File: config.mk
export PLATFORM = sky130hd
export DESIGN_NAME = sd_spi_frontend_flat
export DESIGN_NICKNAME = d
export VERILOG_FILES = /design/src/rtl/sd_spi_frontend_if.sv /design/src/rtl/sd_spi_frontend.sv /design/src/flat_wrapper.sv
export SDC_FILE = /design/constraint.sdc
export NUM_CORES = 1
export LEC_CHECK = 0
export ABC_AREA = 1
export BUFFER_PORTS_ARGS = -buffer_cell sky130_fd_sc_hd__buf_2
export CORE_MARGIN = 5
export CORE_UTILIZATION = 50
export CTS_CLUSTER_DIAMETER = 60
export DETAILED_ROUTE_END_ITERATION = 8
export PLACE_DENSITY = 0.72
export SKIP_CTS_REPAIR_TIMING = 1
export SLEW_MARGIN = 0
export SYNTH_ARGS = -nofsm -noshare
export SYNTH_HDL_FRONTEND = slang
export SYNTH_SLANG_ARGS = --single-unit
File: constraint.sdc
create_clock -name sys_clk -period 5.3 [get_ports sys_clk]
set_clock_uncertainty 0.2 [all_clocks]
set_input_delay 0.53 -clock sys_clk [delete_from_list [all_inputs] [get_ports sys_clk]]
set_output_delay 0.53 -clock sys_clk [all_outputs]
set_load 0.01 [all_outputs]
File: src/rtl/sd_spi_frontend_if.sv
// SD card pin bundle plus command/status outputs of the SPI front end.
`timescale 1ns/1ps
interface sd_spi_frontend_if;
    logic        sd_clk;
    logic        sd_cmd_i;
    logic [3:0]  sd_dat_i;
    logic [3:0]  sd_dat_o;
    logic [3:0]  sd_dat_t;
    logic [47:0] cmd_in;
    logic        cmd_in_act;
    logic [3:0]  card_state;
    logic        mode_spi;
    logic        err_unhandled;

    modport slave (
        input  sd_clk,
        input  sd_cmd_i,
        input  sd_dat_i,
        output sd_dat_o,
        output sd_dat_t,
        output cmd_in,
        output cmd_in_act,
        output card_state,
        output mode_spi,
        output err_unhandled
    );

    modport master (
        output sd_clk,
        output sd_cmd_i,
        output sd_dat_i,
        input  sd_dat_o,
        input  sd_dat_t,
        input  cmd_in,
        input  cmd_in_act,
        input  card_state,
        input  mode_spi,
        input  err_unhandled
    );
endinterface

File: src/rtl/sd_spi_frontend.sv
// SPI-mode SD front end: oversampled SCLK/MOSI/CS, 48-bit command
// framing, idle/app-cmd init state and R1/R2/R3/R7 responses on MISO.
`timescale 1ns/1ps
module sd_spi_frontend #(
    parameter logic [23:0] OCR_VOLT  = 24'hFF8000,
    parameter int          NCR_BYTES = 1
) (
    input  logic             sys_clk,
    input  logic             sys_rst,
    sd_spi_frontend_if.slave sd
);

    typedef enum logic [1:0] {
        RSP_NONE,
        RSP_NCR,
        RSP_SEND
    } rsp_state_e;

    logic [1:0]  sclk_q;
    logic [1:0]  mosi_q;
    logic [1:0]  cs_q;
    logic        sclk_d;
    logic        sclk_s;
    logic        mosi_s;
    logic        cs_n;
    logic        rise;
    logic        fall;
    logic [47:0] win;
    logic [47:0] win_nxt;
    logic [2:0]  bit_cnt;
    logic        frame_ok;
    logic [5:0]  idx;
    logic        idle;
    logic        app_cmd;
    logic        mode_spi;
    rsp_state_e  rsp_st;
    logic [39:0] rsp_buf;
    logic [5:0]  rsp_bits;
    logic [7:0]  ncr_cnt;
    logic        miso;
    logic        miso_oe;
    logic [47:0] cmd_in;
    logic        cmd_in_act;
    logic        err_unhandled;

    logic        dec_idle;
    logic        dec_app;
    logic        dec_mode;
    logic        dec_ill;
    logic        dec_rsp;
    logic [2:0]  dec_bytes;
    logic [31:0] dec_tail;
    logic [7:0]  dec_r1;
    logic        unused_dat;

    assign sclk_s   = sclk_q[1];
    assign mosi_s   = mosi_q[1];
    assign cs_n     = cs_q[1];
    assign rise     = sclk_s & ~sclk_d;
    assign fall     = ~sclk_s & sclk_d;
    assign win_nxt  = {win[46:0], mosi_s};
    assign idx      = win_nxt[45:40];
    assign frame_ok = rise && !cs_n
                   && (win_nxt[47:46] == 2'b01)
                   && win_nxt[0];

    assign unused_dat = &{1'b0, sd.sd_dat_i[2:0]};

    assign sd.sd_dat_o      = {3'b111, miso};
    assign sd.sd_dat_t      = {3'b000, miso_oe};
    assign sd.cmd_in        = cmd_in;
    assign sd.cmd_in_act    = cmd_in_act;
    assign sd.card_state    = idle ? 4'd1 : 4'd2;
    assign sd.mode_spi      = mode_spi;
    assign sd.err_unhandled = err_unhandled;

    // Until CMD0 puts the card in SPI mode every other frame is silently dropped.
    always_comb begin
        dec_idle  = idle;
        dec_app   = 1'b0;
        dec_mode  = mode_spi;
        dec_ill   = 1'b0;
        dec_rsp   = 1'b1;
        dec_bytes = 3'd1;
        dec_tail  = '0;
        unique case (1'b1)
            idx == 6'd0: begin
                dec_idle = 1'b1;
                dec_mode = 1'b1;
            end
            !mode_spi && idx != 6'd0: begin
                dec_app = app_cmd;
                dec_rsp = 1'b0;
            end
            mode_spi && idx == 6'd1: begin
                dec_idle = 1'b0;
            end
            mode_spi && idx == 6'd8: begin
                dec_bytes = 3'd5;
                dec_tail  = {20'h0, win_nxt[19:8]};
            end
            mode_spi && idx == 6'd13: begin
                dec_bytes = 3'd2;
            end
            mode_spi && idx == 6'd41 && app_cmd: begin
                dec_idle = 1'b0;
            end
            mode_spi && idx == 6'd55: begin
                dec_app = 1'b1;
            end
            mode_spi && idx == 6'd58: begin
                dec_bytes = 3'd5;
                dec_tail  = {~idle, 1'b1, 6'b0, OCR_VOLT};
            end
            default: begin
                dec_ill = 1'b1;
            end
        endcase
        dec_r1 = {5'b0, dec_ill, 1'b0, dec_idle};
    end

    always_ff @(posedge sys_clk or posedge sys_rst) begin
        if (sys_rst) begin
            sclk_q        <= 2'b00;
            mosi_q        <= 2'b11;
            cs_q          <= 2'b11;
            sclk_d        <= 1'b0;
            win           <= '1;
            bit_cnt       <= 3'd0;
            idle          <= 1'b1;
            app_cmd       <= 1'b0;
            mode_spi      <= 1'b0;
            rsp_st        <= RSP_NONE;
            rsp_buf       <= '0;
            rsp_bits      <= 6'd0;
            ncr_cnt       <= 8'd0;
            miso          <= 1'b1;
            miso_oe       <= 1'b0;
            cmd_in        <= '0;
            cmd_in_act    <= 1'b0;
            err_unhandled <= 1'b0;
        end else begin
            sclk_q        <= {sclk_q[0], sd.sd_clk};
            mosi_q        <= {mosi_q[0], sd.sd_cmd_i};
            cs_q          <= {cs_q[0], sd.sd_dat_i[3]};
            sclk_d        <= sclk_s;
            miso_oe       <= ~cs_n;
            cmd_in_act    <= 1'b0;
            err_unhandled <= 1'b0;
            if (cs_n) begin
                bit_cnt <= 3'd0;
                win     <= '1;
                rsp_st  <= RSP_NONE;
                miso    <= 1'b1;
            end else begin
                if (rise) begin
                    bit_cnt <= bit_cnt + 3'd1;
                    if (frame_ok) begin
                        win           <= '1;
                        cmd_in        <= win_nxt;
                        cmd_in_act    <= 1'b1;
                        idle          <= dec_idle;
                        app_cmd       <= dec_app;
                        mode_spi      <= dec_mode;
                        err_unhandled <= dec_rsp & dec_ill;
                        rsp_buf       <= {dec_r1, dec_tail};
                        rsp_bits      <= {dec_bytes, 3'b000};
                        ncr_cnt       <= 8'(NCR_BYTES);
                        rsp_st        <= dec_rsp ? RSP_NCR : RSP_NONE;
                    end else begin
                        win <= win_nxt;
                        if (rsp_st == RSP_NCR
                            && bit_cnt == 3'd7
                            && ncr_cnt != 8'd0)
                            ncr_cnt <= ncr_cnt - 8'd1;
                    end
                end
                // MISO moves only on falls so the host sees it stable at rise.
                if (fall) begin
                    unique case (rsp_st)
                        RSP_NCR: begin
                            if (ncr_cnt == 8'd0 && bit_cnt == 3'd0) begin
                                miso     <= rsp_buf[39];
                                rsp_buf  <= {rsp_buf[38:0], 1'b0};
                                rsp_bits <= rsp_bits - 6'd1;
                                rsp_st   <= RSP_SEND;
                            end else begin
                                miso <= 1'b1;
                            end
                        end
                        RSP_SEND: begin
                            if (rsp_bits == 6'd0) begin
                                miso   <= 1'b1;
                                rsp_st <= RSP_NONE;
                            end else begin
                                miso     <= rsp_buf[39];
                                rsp_buf  <= {rsp_buf[38:0], 1'b0};
                                rsp_bits <= rsp_bits - 6'd1;
                            end
                        end
                        default: begin
                            miso <= 1'b1;
                        end
                    endcase
                end
            end
        end
    end

endmodule

File: src/flat_wrapper.sv
// flat-port wrapper written by rule: the top's interface ports become plain ports
module sd_spi_frontend_flat 
#(
    parameter logic [23:0] OCR_VOLT  = 24'hFF8000,
    parameter int          NCR_BYTES = 1
)
  (sys_clk, sys_rst, sd_sd_clk, sd_sd_cmd_i, sd_sd_dat_i, sd_sd_dat_o, sd_sd_dat_t, sd_cmd_in, sd_cmd_in_act, sd_card_state, sd_mode_spi, sd_err_unhandled);
  sd_spi_frontend_if sd_i ();
  input  logic sys_clk;
  input  logic sys_rst;
  input wire logic [$bits(sd_i.sd_clk)-1:0] sd_sd_clk;
  input wire logic [$bits(sd_i.sd_cmd_i)-1:0] sd_sd_cmd_i;
  input wire logic [$bits(sd_i.sd_dat_i)-1:0] sd_sd_dat_i;
  output wire logic [$bits(sd_i.sd_dat_o)-1:0] sd_sd_dat_o;
  output wire logic [$bits(sd_i.sd_dat_t)-1:0] sd_sd_dat_t;
  output wire logic [$bits(sd_i.cmd_in)-1:0] sd_cmd_in;
  output wire logic [$bits(sd_i.cmd_in_act)-1:0] sd_cmd_in_act;
  output wire logic [$bits(sd_i.card_state)-1:0] sd_card_state;
  output wire logic [$bits(sd_i.mode_spi)-1:0] sd_mode_spi;
  output wire logic [$bits(sd_i.err_unhandled)-1:0] sd_err_unhandled;
  assign sd_i.sd_clk = sd_sd_clk;
  assign sd_i.sd_cmd_i = sd_sd_cmd_i;
  assign sd_i.sd_dat_i = sd_sd_dat_i;
  assign sd_sd_dat_o = sd_i.sd_dat_o;
  assign sd_sd_dat_t = sd_i.sd_dat_t;
  assign sd_cmd_in = sd_i.cmd_in;
  assign sd_cmd_in_act = sd_i.cmd_in_act;
  assign sd_card_state = sd_i.card_state;
  assign sd_mode_spi = sd_i.mode_spi;
  assign sd_err_unhandled = sd_i.err_unhandled;
  sd_spi_frontend #(.OCR_VOLT(OCR_VOLT), .NCR_BYTES(NCR_BYTES)) u_core (.sys_clk(sys_clk), .sys_rst(sys_rst), .sd(sd_i));
endmodule
; ---- Word level (Yosys, flattened, before mapping)
; Index checks and enable logic that the tools add are counted.
[classes]
n_eq_ne = 10
add_sub_neg = 3
bitwise_logic = 8
muxes = 45
n_reduce_logical = 32
[ops]
columns = operator, n
row1 = 2-to-1 mux 40 bit, 5
row2 = 2-to-1 mux 47 bit, 3
row3 = case mux 40 bit (2 select lines), 1
row4 = case mux 32 bit (2 select lines), 1
row5 = 2-to-1 mux 6 bit, 5
row6 = == test 6 bit (second input constant), 3
row7 = 2-to-1 mux 8 bit, 2
row8 = logical AND 1 bit, 14
row9 = 2-to-1 mux 2 bit, 7
row10 = 2-to-1 mux 1 bit, 13
row11 = == test 6 x 4 -> 1 bit (second input constant), 2
row12 = zero test 6 bit, 2
row13 = case mux 6 bit (2 select lines), 1
row14 = zero test 8 bit, 1
row15 = AND reduction 4 bit, 2
row16 = nonzero test 8 bit, 1
row17 = OR reduction 8 bit, 1
row18 = subtractor 8 x 1 -> 8 bit (second input constant), 1
row19 = == test 6 x 1 -> 1 bit (second input constant), 1
row20 = 2-to-1 mux 3 bit, 2
row21 = case mux 1 bit (2 select lines), 3
row22 = case mux 3 bit (2 select lines), 1
row23 = AND reduction 3 bit, 2
row24 = nonzero test 2 bit, 3
row25 = 12 further kinds, 21
[word_totals]
reg_bits = 168
word_cells = 116

; ---- Depth between registers and ports, before layout
; Gate-level depths: netlist of the first run.
[depth]
ltp_word = 11
ltp_mapped = 13
mapped_depth_nobuf = 12

; ---- Least setup slack after synthesis of the first run
; No wires, ideal clock.
[synth_timing]
path_kind = register to register
startpoint = register u_core.ncr_cnt[0]
endpoint = register u_core.rsp_buf[12]
period_less_slack_ps = 1925
t_arrival_ps = 1608
t_required_ps = 4984
stages_incl_launch_ff = 13
setup_time_ps = 116
n_path_buf = 1
setup_slack_ps = 3375
cell_sequence = dfrtp_1 inv_1 ha_1 nand3_2 nor2_4 nand3_1 nand2_2 nand2_4 nand2_2 nand2_4 buf_6 nand2_1 nand2_1
[synth_between]
elab_chain_cells = 5
[synth_rtl]
columns = item, line_no
row1 = "start, declared", sd_spi_frontend.sv:39  ; logic [7:0] ncr_cnt;
row2 = "start signal, assigned", sd_spi_frontend.sv:168  ; ncr_cnt <= 8'(NCR_BYTES);
row3 = "start signal, assigned", sd_spi_frontend.sv:175  ; ncr_cnt <= ncr_cnt - 8'd1;
row4 = zero test 8 bit, sd_spi_frontend.sv:182  ; if (ncr_cnt == 8'd0 && bit_cnt == 3'd0) begin
row5 = logical AND 1 bit, sd_spi_frontend.sv:182
row6 = 2-to-1 mux 40 bit, sd_spi_frontend.sv:182
row7 = case mux 40 bit (2 select lines), sd_spi_frontend.sv:180  ; unique case (rsp_st)
row8 = 2-to-1 mux 40 bit, sd_spi_frontend.sv:179  ; if (fall) begin
row9 = "end signal, assigned", sd_spi_frontend.sv:166  ; rsp_buf <= {dec_r1, dec_tail};
row10 = "end signal, assigned", sd_spi_frontend.sv:184  ; rsp_buf <= {rsp_buf[38:0], 1'b0};
row11 = "end signal, assigned", sd_spi_frontend.sv:197  ; rsp_buf <= {rsp_buf[38:0], 1'b0};
row12 = "end, declared", sd_spi_frontend.sv:37  ; logic [39:0] rsp_buf;
; No other way between the ends.
; A chain may end at the register's enable or synchronous reset.

; ---- Worst setup path in the final report of the first run
[layout_timing]
startpoint = register u_core.cs_q[1]
endpoint = register u_core.rsp_buf[6]
[layout_between]
elab_chain_cells = 9
elab_cells_between_ends = 10
[layout_rtl]
columns = item, line_no
row1 = "start, declared", sd_spi_frontend.sv:21  ; logic [1:0] cs_q;
row2 = "start signal, assigned", sd_spi_frontend.sv:145  ; cs_q <= {cs_q[0], sd.sd_dat_i[3]};
row3 = zero test 1 bit, sd_spi_frontend.sv:63  ; assign frame_ok = rise && !cs_n
row4 = logical AND 1 bit, sd_spi_frontend.sv:63
row5 = logical AND 1 bit, sd_spi_frontend.sv:64  ; && (win_nxt[47:46] == 2'b01)
row6 = logical AND 1 bit, sd_spi_frontend.sv:65  ; && win_nxt[0];
row7 = 2-to-1 mux 40 bit, sd_spi_frontend.sv:158  ; if (frame_ok) begin
row8 = 2-to-1 mux 40 bit, sd_spi_frontend.sv:156  ; if (rise) begin
row9 = "2-to-1 mux 40 bit, on equally long branches", "sd_spi_frontend.sv:192, sd_spi_frontend.sv:182"
row10 = case mux 40 bit (2 select lines), sd_spi_frontend.sv:180
row11 = 2-to-1 mux 40 bit, sd_spi_frontend.sv:179
; Several ways; a longest one is shown, not always the timed one.

==> metrics.md, run 1 <==
| Metric | Value |
|---|---|
| Total global routing overflow | `0` |
| Clk_lat worst skew | `430 ps` |
| Die W | `134 µm` |
| Sequential power share | `45.6%` |
| Total global-route track usage | `18.8%` |
| Comb pwr share | `15.3%` |
| Max Freq | `296 MHz` |
| Clk sinks | `168` |
| Clock buffer depth | `2` |
| Synth cell types | `38` |
| Final Util | `57.3%` |
| Yosys top cell area share | `37.3%` |
| Layout area overhead | `12.5%` |
| RSZ-0062 raised after global routing | `no` |
| Reg2reg path depth | `9` |
| Critical path data arrival time | `3530 ps` |
| Share of cells above drive strength 1 | `19.3%` |
| Area of the multi-input gates | `2750 µm²` |
| Wirelength, routed | `15.8 mm` |
| Max Slew Vio Count | `0` |
| Count of port buffers added during placement | `59` |
| Ant. Diodes | `0` |
| Synthesized area | `7710 µm²` |
| Clock network fraction of total power | `39.1%` |
| Most frequent CP cell | `nand2_1` |
| Internal power | `2.45 mW` |
| Most used DFF post-synth | `dfrtp_1` |
| IO Pins | `71` |
| # Max-Cap Violations | `0` |
| Number of DRC markers in iteration 0 | `459` |
| Largest cells by area after synthesis | `dfrtp_1 (37%), dfstp_2 (18%), nand2_1 (15%), inv_1 (4.6%), o22ai_1 (4.2%)` |
| Worst reg2reg startpoint | `u_core.cs_q[1]$_DFF_PP1_` |
| Synth top cells by count | `nand2_1 (301), dfrtp_1 (115), inv_1 (95)` |
| Root buffer cell | `clkbuf_16` |
| Via count | `5,860` |
| EDFF count, synth | `0` |
| Num CTS Buffers | `17` |
| Max_slew headroom | `22.4%` |
| Die area | `18,000 µm²` |
| Vias in the first global route | `5,684` |
| Final net count | `966` |
| CTS tree | `built` |
| Reg-to-reg endpoint | `u_core.rsp_buf[6]$_DFFE_PP0N_` |
| Hold Crit Class | `input pin to register` |
| Leak Pwr | `4.40 nW` |
| Final setup TNS | `0 ps` |
| Detailed-route DRC error count | `0` |
| Hold depth | `1` |
| Pre-antenna DRT Iters | `5` |
| Tcrit/Tclk final | `63.8%` |
| Worst-path cell chain | `inv_4, nand3_2, nor2_4, inv_2, buf_4, nand2_1, o21ai_1, nand2_1, a21oi_1` |
| Syn Area/Cell | `8.48 µm²` |
| Final Setup Violations | `0` |
| Critical Path Sink Type | `register` |
| Crit start category | `register` |
| Fillers | `1,329` |
| Vias/cell | `5.09` |
| Global-route wire length before repair | `27.4 mm` |
| Routability cong. | `0.852` |
| Register area share after synthesis | `55.4%` |
| YS warnings | `0` |
| Drt wl/cell | `13.7 µm` |
| CTS H-Tree Depth | `4` |
| Initial antenna violation count | `0` |
| Hold path start | `sd_sd_clk` |
| Critical path required time | `5450 ps` |
| Crit Path Category | `register to register` |
| Post-synth top area cell | `dfrtp_1` |
| Final hold violations | `0` |
| Flop-to-flop setup slack | `1920 ps` |
| # rows | `45` |
| Count leader, synth | `nand2_1` |
| Height of the die | `134 µm` |
| Outcome | `completed` |
| Post-synthesis register bit count | `168` |
| Max FO, Critical Path | `51` |
| Dpl hpwl | `9.76 mm` |
| Worst Max-Slew Pin Slew | `1160 ps` |
| Switch share | `28.1%` |
| Post-Synthesis Cells | `909` |
| Critical Path Max Stage Delay | `930 ps` |
| FFs w/ async S/R, synth | `100%` |
| NetSw | `0.961 mW` |
| Initial Util | `50.9%` |
| Largest net degree at the start of global routing | `105` |
| P per Cell Area | `394 nW/µm²` |
| Peak supply drop | `0.230 mV` |
| Hold Path End | `u_core.sclk_q[0]$_DFF_PP0_` |
| Min Tclk post-route | `3380 ps` |
| Clk pin slew, worst setup/hold paths | `60 ps` |
| Reg area | `4270 µm²` |
| Core area | `15,100 µm²` |
| Final ANT Viol Nets | `0` |
| Slowest CP cell | `dfstp_2` |
worst max path at each step:
stage | startpoint | end | slack, ps
after floorplan | sys_rst | u_core.app_cmd$_DFFE_PP0P_ | 110
after global placement | u_core.cs_q[1]$_DFF_PP1_ | u_core.rsp_buf[6]$_DFFE_PP0N_ | 1930
after detailed placement | u_core.cs_q[1]$_DFF_PP1_ | u_core.rsp_buf[6]$_DFFE_PP0N_ | 1920
after CTS | u_core.cs_q[1]$_DFF_PP1_ | u_core.rsp_buf[6]$_DFFE_PP0N_ | 1900
after global routing | u_core.cs_q[1]$_DFF_PP1_ | u_core.rsp_buf[6]$_DFFE_PP0N_ | 1670
final | u_core.cs_q[1]$_DFF_PP1_ | u_core.rsp_buf[6]$_DFFE_PP0N_ | 1920
critical path: cells and delay by family, from the launching register on:
family                 cells  cell delay, ps
AO/OA/AOI/OAI              2             220
AND/OR/NAND/NOR            4             490
flip-flops                 1             930
buffers and inverters      3            1440
sequential cells by signal, summed over array words and instances (netlist names), 3 cells and up:
name and flops:
u_core.bit_cnt 3, u_core.rsp_buf 40, u_core.win 47, u_core.sd.cmd_in 48, u_core.ncr_cnt 8, u_core.rsp_bits 6
final cells by class:
type / instances / area share, %
multi-input cells: 588 / 31.7
clock buffers: 19 / 5.35
well taps: 188 / 2.71
repair buffers: 67 / 4.15
clock inverters: 13 / 2.06
flip-flops and latches: 168 / 49.2
inverters: 108 / 4.79
kinds of logic after synthesis:
family	after synthesis	share of synthesized area (%)
other cells	2	0.0974
xor+xnor	7	0.795
compound gates	128	9.54
fa+ha+maj	8	1.30
flops	168	55.4
buf+inv	159	9.20
mux	1	0.130
simple gates	436	23.5
stage by stage:
step | setup WS, ps | hold WS (ps) | power, mW | cell area, µm² | instances
6_report | 1920 | 10.6 | 3.41 | 8680 | 1151
5_1_grt | 1670 | 4.85 | 3.60 | 8680 | 1151
4_1_cts | 1900 | -27.2 | 3.45 | 8660 | 1149
3_5_place_dp | 1920 | 136 | 2.10 | 8010 | 1117
3_3_place_gp | 1930 | 138 | 2.09 | 8010 | 1117
2_1_floorplan | 111 | 131 | 1.92 | 7730 | 915
power groups by stage:
stage	Clock (mW)	Combinational (mW)	Sequential (mW)
after global routing	1.41	0.599	1.58
after global placement	0	0.514	1.57
after detailed placement	0	0.525	1.58
after floorplan	0	0.316	1.61
final	1.34	0.522	1.56
after CTS	1.36	0.530	1.56
per-layer routing:
| layer | vias up | wire (µm) | track usage (%) |
|---|---|---|---|
| met5 | - | 0 | 0 |
| met4 | 0 | 200 | 5.60 |
| met3 | 20 | 775 | 4.99 |
| met2 | 145 | 7580 | 30.6 |
| met1 | 2766 | 7190 | 24.8 |
| li1 | 2929 | - | - |
cell usage in the layout (no fill, tap or decap), drive strengths merged, types with 2 or more instances in the layout:
master         n
a21oi         44
buf           65
bufinv         3
clkbuf        19
clkinv         2
conb           8
dfrtp        115
dfstp         53
dlygate4sd3    2
ha             8
inv          115
nand2        306
nand3         34
nand4          4
nor2          81
nor3           5
o21ai         25
o22ai         52
o31ai          3
or2            5
xor2           7
Note: power is estimated with default switching activity, not from simulation.
==> run 2, diff against run 1 <==
Settings changed: PLACE_DENSITY 0.72 to 0.69.
Clock period 5.3 ns to 3.32 ns, I/O delays scaled along.
==> run 2 against run 1 <==
  * Cell area up 0.16%
  * Worst hold slack better by 150 ps
  * Clock-buffer cell count is 1 lower
  * Wire length grew 0.14%
  * Final cell count is 0.43% higher
  * Fmax grew 37%
  * Via count grew 0.24%
  * Non-clock buffer count up 5
  * Register-to-register slack lost 1100 ps
  * Highest routed layer unchanged
==> metrics.md, run 2 (synthesis gave the netlist of run 1 again) <==
| Metric | Value |
|---|---|
| # Max-Cap Violations | `0 (unchanged)` |
| IO Pins | `71 (unchanged)` |
| Vias in the first global route | `5,747 (+1.1%)` |
| Global-route wire length before repair | `27.9 mm (+1.9%)` |
| Max Freq | `404 MHz (+37%)` |
| Final ANT Viol Nets | `0 (unchanged)` |
| RSZ-0062 raised after global routing | `no` |
| Vias/cell | `5.08 (-0.19%)` |
| Hold path start | `u_core.mosi_q[0]$_DFF_PP1_` |
| Outcome | `completed` |
| Num CTS Buffers | `17 (unchanged)` |
| Clock buffer depth | `2 (unchanged)` |
| Height of the die | `134 µm (unchanged)` |
| Initial Util | `50.9% (unchanged)` |
| Most flops, register | `u_core.sd.cmd_in` |
| Pre-antenna DRT Iters | `5 (unchanged)` |
| Min Tclk post-route | `2470 ps (-908 ps)` |
| Layout area overhead | `12.7%` |
| Clk_lat worst skew | `430 ps (about the same)` |
| CTS H-Tree Depth | `4 (unchanged)` |
| P per Cell Area | `610 nW/µm² (+55%)` |
| Tcrit/Tclk final | `74.5% (+11 points)` |
| NetSw | `1.52 mW (+59%)` |
| Largest registers | `u_core.sd.cmd_in x48, u_core.win x47, u_core.rsp_buf x40` |
| Largest net degree at the start of global routing | `98 (-6.7%)` |
| Hold Crit Class | `register to register` |
| Max FFs per register | `48 (unchanged)` |
| Die W | `134 µm (unchanged)` |
| Critical Path Sink Type | `register` |
| Share of cells above drive strength 1 | `19.4% (+0.11 points)` |
| Count of port buffers added during placement | `59 (unchanged)` |
| Crit start category | `register` |
| Dpl hpwl | `9.99 mm (+2.3%)` |
| Clk sinks | `168 (unchanged)` |
| Drt wl/cell | `13.6 µm (-0.29%)` |
| Routability cong. | `0.837 (-1.7%)` |
| Max_slew headroom | `63.7% (+41 points)` |
| Flop-to-flop setup slack | `850 ps (-1070 ps)` |
| # rows | `45 (unchanged)` |
| Final hold violations | `0 (unchanged)` |
| Reg2reg path depth | `10 (+1)` |
| CTS tree | `built` |
| Final net count | `971 (+0.52%)` |
| Total chip power | `5.30 mW (+55%)` |
| Detailed-route DRC error count | `0 (unchanged)` |
| Commonest non-fill, non-tap cell in the layout | `nand2_1` |
| Critical path data arrival time | `2590 ps (-940 ps)` |
| Reg-to-reg endpoint | `u_core.rsp_bits[5]$_DFFE_PP0N_` |
| Critical path required time | `3440 ps (-2010 ps)` |
| Final setup TNS | `0 ps (unchanged)` |
| Internal power | `3.78 mW (+54%)` |
| Wirelength, routed | `15.8 mm (+0.14%)` |
| WHS | `158 ps (+147 ps)` |
| Sequential power share | `46.8% (+1.2 points)` |
| Max Slew Vio Count | `0 (unchanged)` |
| Root buffer cell | `clkbuf_16` |
| Hold depth | `0 (-1)` |
| Initial antenna violation count | `0 (unchanged)` |
| Leak Pwr | `4.40 nW (about the same)` |
| Worst Max-Slew Pin Slew | `544 ps (-616 ps)` |
| Worst reg2reg startpoint | `u_core.win[45]$_DFFE_PP1P_` |
| Die area | `18,000 µm² (unchanged)` |
| Total global-route track usage | `19.0% (+0.24 points)` |
| Core area | `15,100 µm² (unchanged)` |
| Comb pwr share | `15.8% (+0.5 points)` |
| Clock network fraction of total power | `37.3% (-1.8 points)` |
| Hold Path End | `u_core.mosi_q[1]$_DFF_PP1_` |
| Clk pin slew, worst setup/hold paths | `70 ps (about the same)` |
| Max FO, Critical Path | `45 (-12%)` |
| Crit Path Category | `register to register` |
| Switch share | `28.7% (+0.59 points)` |
| Total global routing overflow | `0 (unchanged)` |
| Most frequent cells in the layout | `nand2_1 (301), dfrtp_1 (115), inv_1 (94)` |
| Final Setup Violations | `0 (unchanged)` |
| Peak supply drop | `0.355 mV (+54%)` |
| Ant. Diodes | `0 (unchanged)` |
| Via count | `5,874 (+0.24%)` |
| Number of DRC markers in iteration 0 | `355 (-23%)` |
| Final Util | `57.4% (+0.091 points)` |
-- run 2: cell type report --
type                            count  area (µm²)
Tap cell                          188         235
Clock buffer                       18         429
Fill cell                        1349        6450
Inverter                          108         414
Timing Repair Buffer               72         428
Sequential cell                   168        4270
Multi-Input combinational cell    588        2750
Clock inverter                     14         161
-- run 2: power by group through the flow --
| stage | sequential (mW) | clock, mW | combinational (mW) |
|---|---|---|---|
| after CTS | 2.48 | 2.03 | 0.855 |
| after global placement | 2.51 | 0 | 0.828 |
| after detailed placement | 2.51 | 0 | 0.849 |
| final | 2.48 | 1.98 | 0.839 |
| after floorplan | 2.57 | 0 | 0.505 |
| after global routing | 2.52 | 2.12 | 0.973 |
-- run 2: worst max path at each step --
stage / startpoint / end / slack (ps) / depth (start not counted)
after CTS: u_core.win[45]$_DFFE_PP1P_ / u_core.rsp_bits[5]$_DFFE_PP0N_ / 850 / 10
after detailed placement: u_core.win[45]$_DFFE_PP1P_ / u_core.rsp_bits[5]$_DFFE_PP0N_ / 870 / 10
after global routing: u_core.win[45]$_DFFE_PP1P_ / u_core.rsp_bits[5]$_DFFE_PP0N_ / 700 / 10
after global placement: u_core.win[45]$_DFFE_PP1P_ / u_core.rsp_bits[5]$_DFFE_PP0N_ / 900 / 10
after floorplan: sys_rst / u_core.app_cmd$_DFFE_PP0P_ / 690 / 1
final: u_core.win[45]$_DFFE_PP1P_ / u_core.rsp_bits[5]$_DFFE_PP0N_ / 850 / 10
-- run 2: per-layer routing --
metal,GRT usage (%),share of wire (%),up-vias
li1,-,-,2938
met1,26.0,48,2815
met2,29.9,46,103
met3,4.69,4.4,18
met4,6.39,1.6,0
met5,0,0,-
-- run 2: metrics by stage --
step | instances | setup slack, ps | cell area [µm²]
after floorplan | 915 | 691 | 7740
after global placement | 1120 | 901 | 8060
after detailed placement | 1120 | 869 | 8060
after CTS | 1152 | 851 | 8650
after global routing | 1156 | 697 | 8690
final | 1156 | 848 | 8690
-- run 2: worst max-delay path: stages, from the launching register on --
cell and delay, ps:
dfstp_2 540, nand3_1 160, nor2_4 160, buf_4 440, nand2_1 400, o21ai_1 180
nand2_1 60, nand2_1 60, nand2_1 50, nand2_1 50, nand2_1 50
==> run 3, diff against run 2 <==
Clock period 3.32 ns to 2.6 ns, I/O delays scaled along.
==> run 3 against run 2 <==
  * Via count up 0.43%
  * Sequential share of layout area is 0.28 points lower
  * Combinational power is 29% higher
  * Critical path type unchanged
  * Largest power group unchanged
  * Highest routed layer unchanged
==> metrics.md, run 3 (synthesis gave the netlist of run 1 again) <==
| Metric | Value |
|---|---|
| Hold Crit Class | `register to register` |
| Sequential power share | `47.6% (+0.8 points)` |
| Height of the die | `134 µm (unchanged)` |
| # Max-Cap Violations | `0 (unchanged)` |
| Layout area overhead | `13.4%` |
| Crit path buf inv count | `1 (unchanged)` |
| Root buffer cell | `clkbuf_16` |
| Routability cong. | `0.840 (+0.41%)` |
| # rows | `45 (unchanged)` |
| Final Setup Violations | `0 (unchanged)` |
| Reg2reg path depth | `11 (+1)` |
| Die area | `18,000 µm² (unchanged)` |
| Post-Place Cells | `1,124 (+0.36%)` |
| Clock buffer depth | `2 (unchanged)` |
| Most flops, register | `u_core.sd.cmd_in` |
| Final ANT Viol Nets | `0 (unchanged)` |
| IO Pins | `71 (unchanged)` |
| Critical path required time | `2720 ps (-720 ps)` |
| CTS tree | `built` |
| Peak supply drop | `0.546 mV (+54%)` |
| Critical path data arrival time | `2400 ps (-190 ps)` |
| Final Non-Filler Cells | `1,160 (+0.35%)` |
| CP Depth | `11 (+1)` |
| Clock network fraction of total power | `36.1% (-1.2 points)` |
| Reg-to-reg endpoint | `u_core.rsp_buf[24]$_DFFE_PP0N_` |
| Largest net degree at the start of global routing | `59 (-40%)` |
| Number of DRC markers in iteration 0 | `373 (+5.1%)` |
| Num CTS Buffers | `17 (unchanged)` |
| Die W | `134 µm (unchanged)` |
| Pre-CTS WS | `328 ps (-541 ps)` |
| Internal power | `4.70 mW (+24%)` |
| Max FFs per register | `48 (unchanged)` |
| Most frequent cells in the layout | `nand2_1 (301), dfrtp_1 (115), inv_1 (94)` |
| Outcome | `completed` |
| RSZ-0062 raised after global routing | `no` |
| Crit start category | `register` |
| Setup WS post-layout | `318 ps (-530 ps)` |
| Tcrit/Tclk final | `87.8% (+13 points)` |
| Count of port buffers added during placement | `59 (unchanged)` |
| Total global routing overflow | `0 (unchanged)` |
| Final hold violations | `0 (unchanged)` |
| Max Freq | `438 MHz (+8.3%)` |
| Total chip power | `6.65 mW (+25%)` |
| Worst reg2reg startpoint | `u_core.ncr_cnt[0]$_DFFE_PP0P_` |
| Initial antenna violation count | `0 (unchanged)` |
| Worst Max-Slew Pin Slew | `566 ps (+21.9 ps)` |
| Flop-to-flop setup slack | `320 ps (-530 ps)` |
| Global-route wire length before repair | `27.5 mm (-1.7%)` |
| Core area | `15,100 µm² (unchanged)` |
| Commonest non-fill, non-tap cell in the layout | `nand2_1` |
| Crit Path Category | `register to register` |
| Max_slew headroom | `62.2% (-1.5 points)` |
| Clk pin slew, worst setup/hold paths | `60 ps (about the same)` |
| Max Slew Vio Count | `0 (unchanged)` |
| Pre-antenna DRT Iters | `5 (unchanged)` |
| Vias in the first global route | `5,768 (+0.37%)` |
| Comb pwr share | `16.3% (+0.5 points)` |
| Share of cells above drive strength 1 | `19.8% (+0.33 points)` |
| Wirelength, routed | `15.6 mm (-1.4%)` |
| WHS | `153 ps (-5.12 ps)` |
| Critical Path Sink Type | `register` |
| Clk sinks | `168 (unchanged)` |
| Fillers | `1,335 (-1.0%)` |
| Vias/cell | `5.09 (about the same)` |
| P per Cell Area | `761 nW/µm² (+25%)` |
| Max FO, Critical Path | `28 (-38%)` |
| Hold depth | `0 (unchanged)` |
| NetSw | `1.95 mW (+28%)` |
| Largest registers | `u_core.sd.cmd_in x48, u_core.win x47, u_core.rsp_buf x40` |
| Switch share | `29.3% (+0.58 points)` |
| Initial Util | `50.9% (unchanged)` |
| Hold Path End | `u_core.sclk_q[1]$_DFF_PP0_` |
| Final net count | `975 (+0.41%)` |
| Worst-path cell chain | `inv_1, ha_1, nand3_2, nor2_4, nand3_1, nand2_2, nand2_4, nand2_2, nand2_4, nand2_1, nand2_1` |
| Crit path max-delay family | `simple AND/OR/NAND/NOR gates` |
| Critical Path Max Stage Delay | `380 ps (-160 ps)` |
| Via count | `5,899 (+0.43%)` |
| Clk_lat worst skew | `440 ps (about the same)` |
| Leak Pwr | `4.42 nW (+0.54%)` |
| Hold path start | `u_core.sclk_q[0]$_DFF_PP0_` |
| Final setup TNS | `0 ps (unchanged)` |
| CTS H-Tree Depth | `4 (unchanged)` |
| Ant. Diodes | `0 (unchanged)` |
| Min Tclk post-route | `2280 ps (-190 ps)` |
| Dpl hpwl | `9.91 mm (-0.77%)` |
| Detailed-route DRC error count | `0 (unchanged)` |
| Slowest CP cell | `dfrtp_1` |
| Total global-route track usage | `18.6% (-0.38 points)` |
| Drt wl/cell | `13.4 µm (-1.8%)` |
[run 3: changes by cell type in the layout (fill, tap and decap cells not counted)]
cell,previous run,this run
bufinv_16,2,0
clkinv_4,3,1
clkbuf_8,0,2
inv_6,5,6
inv_8,1,2
buf_12,2,6
[run 3: cell type report]
class	count	area (µm²)	area share [%]
clock buffers	20	457	5.22
repair buffers	76	508	5.81
multi-input cells	588	2750	31.5
well taps	188	235	2.69
inverters	108	414	4.74
clock inverters	12	104	1.19
flip-flops and latches	168	4270	48.9
[run 3: layer usage]
metal  vias up  global-route usage (%)  part of all wire [%]
met3        19                    4.76                   4.8
li1       2960                       -                     -
met1      2788                    26.0                    48
met2       132                    28.5                    45
met4         0                    6.62                   1.7
met5         -                       0                     0
[run 3: power groups by stage]
| stage | Sequential [mW] | Combinational [mW] | Clock, mW |
|---|---|---|---|
| finish | 3.17 | 1.08 | 2.40 |
| detailed placement | 3.21 | 1.09 | 0 |
| global route | 3.22 | 1.25 | 2.56 |
| CTS | 3.17 | 1.10 | 2.47 |
| floorplan | 3.28 | 0.645 | 0 |
| global placement | 3.20 | 1.07 | 0 |
[run 3: how the worst max path moves through the flow]
stage                                   from                        endpoint  slack, ps
6_report       u_core.ncr_cnt[0]$_DFFE_PP0P_  u_core.rsp_buf[24]$_DFFE_PP0N_        320
5_1_grt        u_core.ncr_cnt[0]$_DFFE_PP0P_  u_core.rsp_buf[24]$_DFFE_PP0N_        140
4_1_cts        u_core.ncr_cnt[0]$_DFFE_PP0P_  u_core.rsp_buf[24]$_DFFE_PP0N_        320
3_5_place_dp   u_core.ncr_cnt[0]$_DFFE_PP0P_  u_core.rsp_buf[27]$_DFFE_PP0N_        330
3_3_place_gp   u_core.ncr_cnt[0]$_DFFE_PP0P_  u_core.rsp_buf[33]$_DFFE_PP0N_        380
2_1_floorplan                        sys_rst      u_core.app_cmd$_DFFE_PP0P_         40
[run 3: worst register-to-register path, cell delays in order (launching register included)]
cell and delay (ps):
dfrtp_1 380, inv_1 110, ha_1 240, nand3_2 140
nor2_4 180, nand3_1 140, nand2_2 120, nand2_4 200
nand2_2 160, nand2_4 130, nand2_1 120, nand2_1 50
[run 3: metrics by stage]
step	utilization [%]	area, µm²
after global routing	57.7	8740
after floorplan	-	7740
final	57.7	8740
after detailed placement	53.7	8140
after CTS	57.4	8700
after global placement	53.7	8140
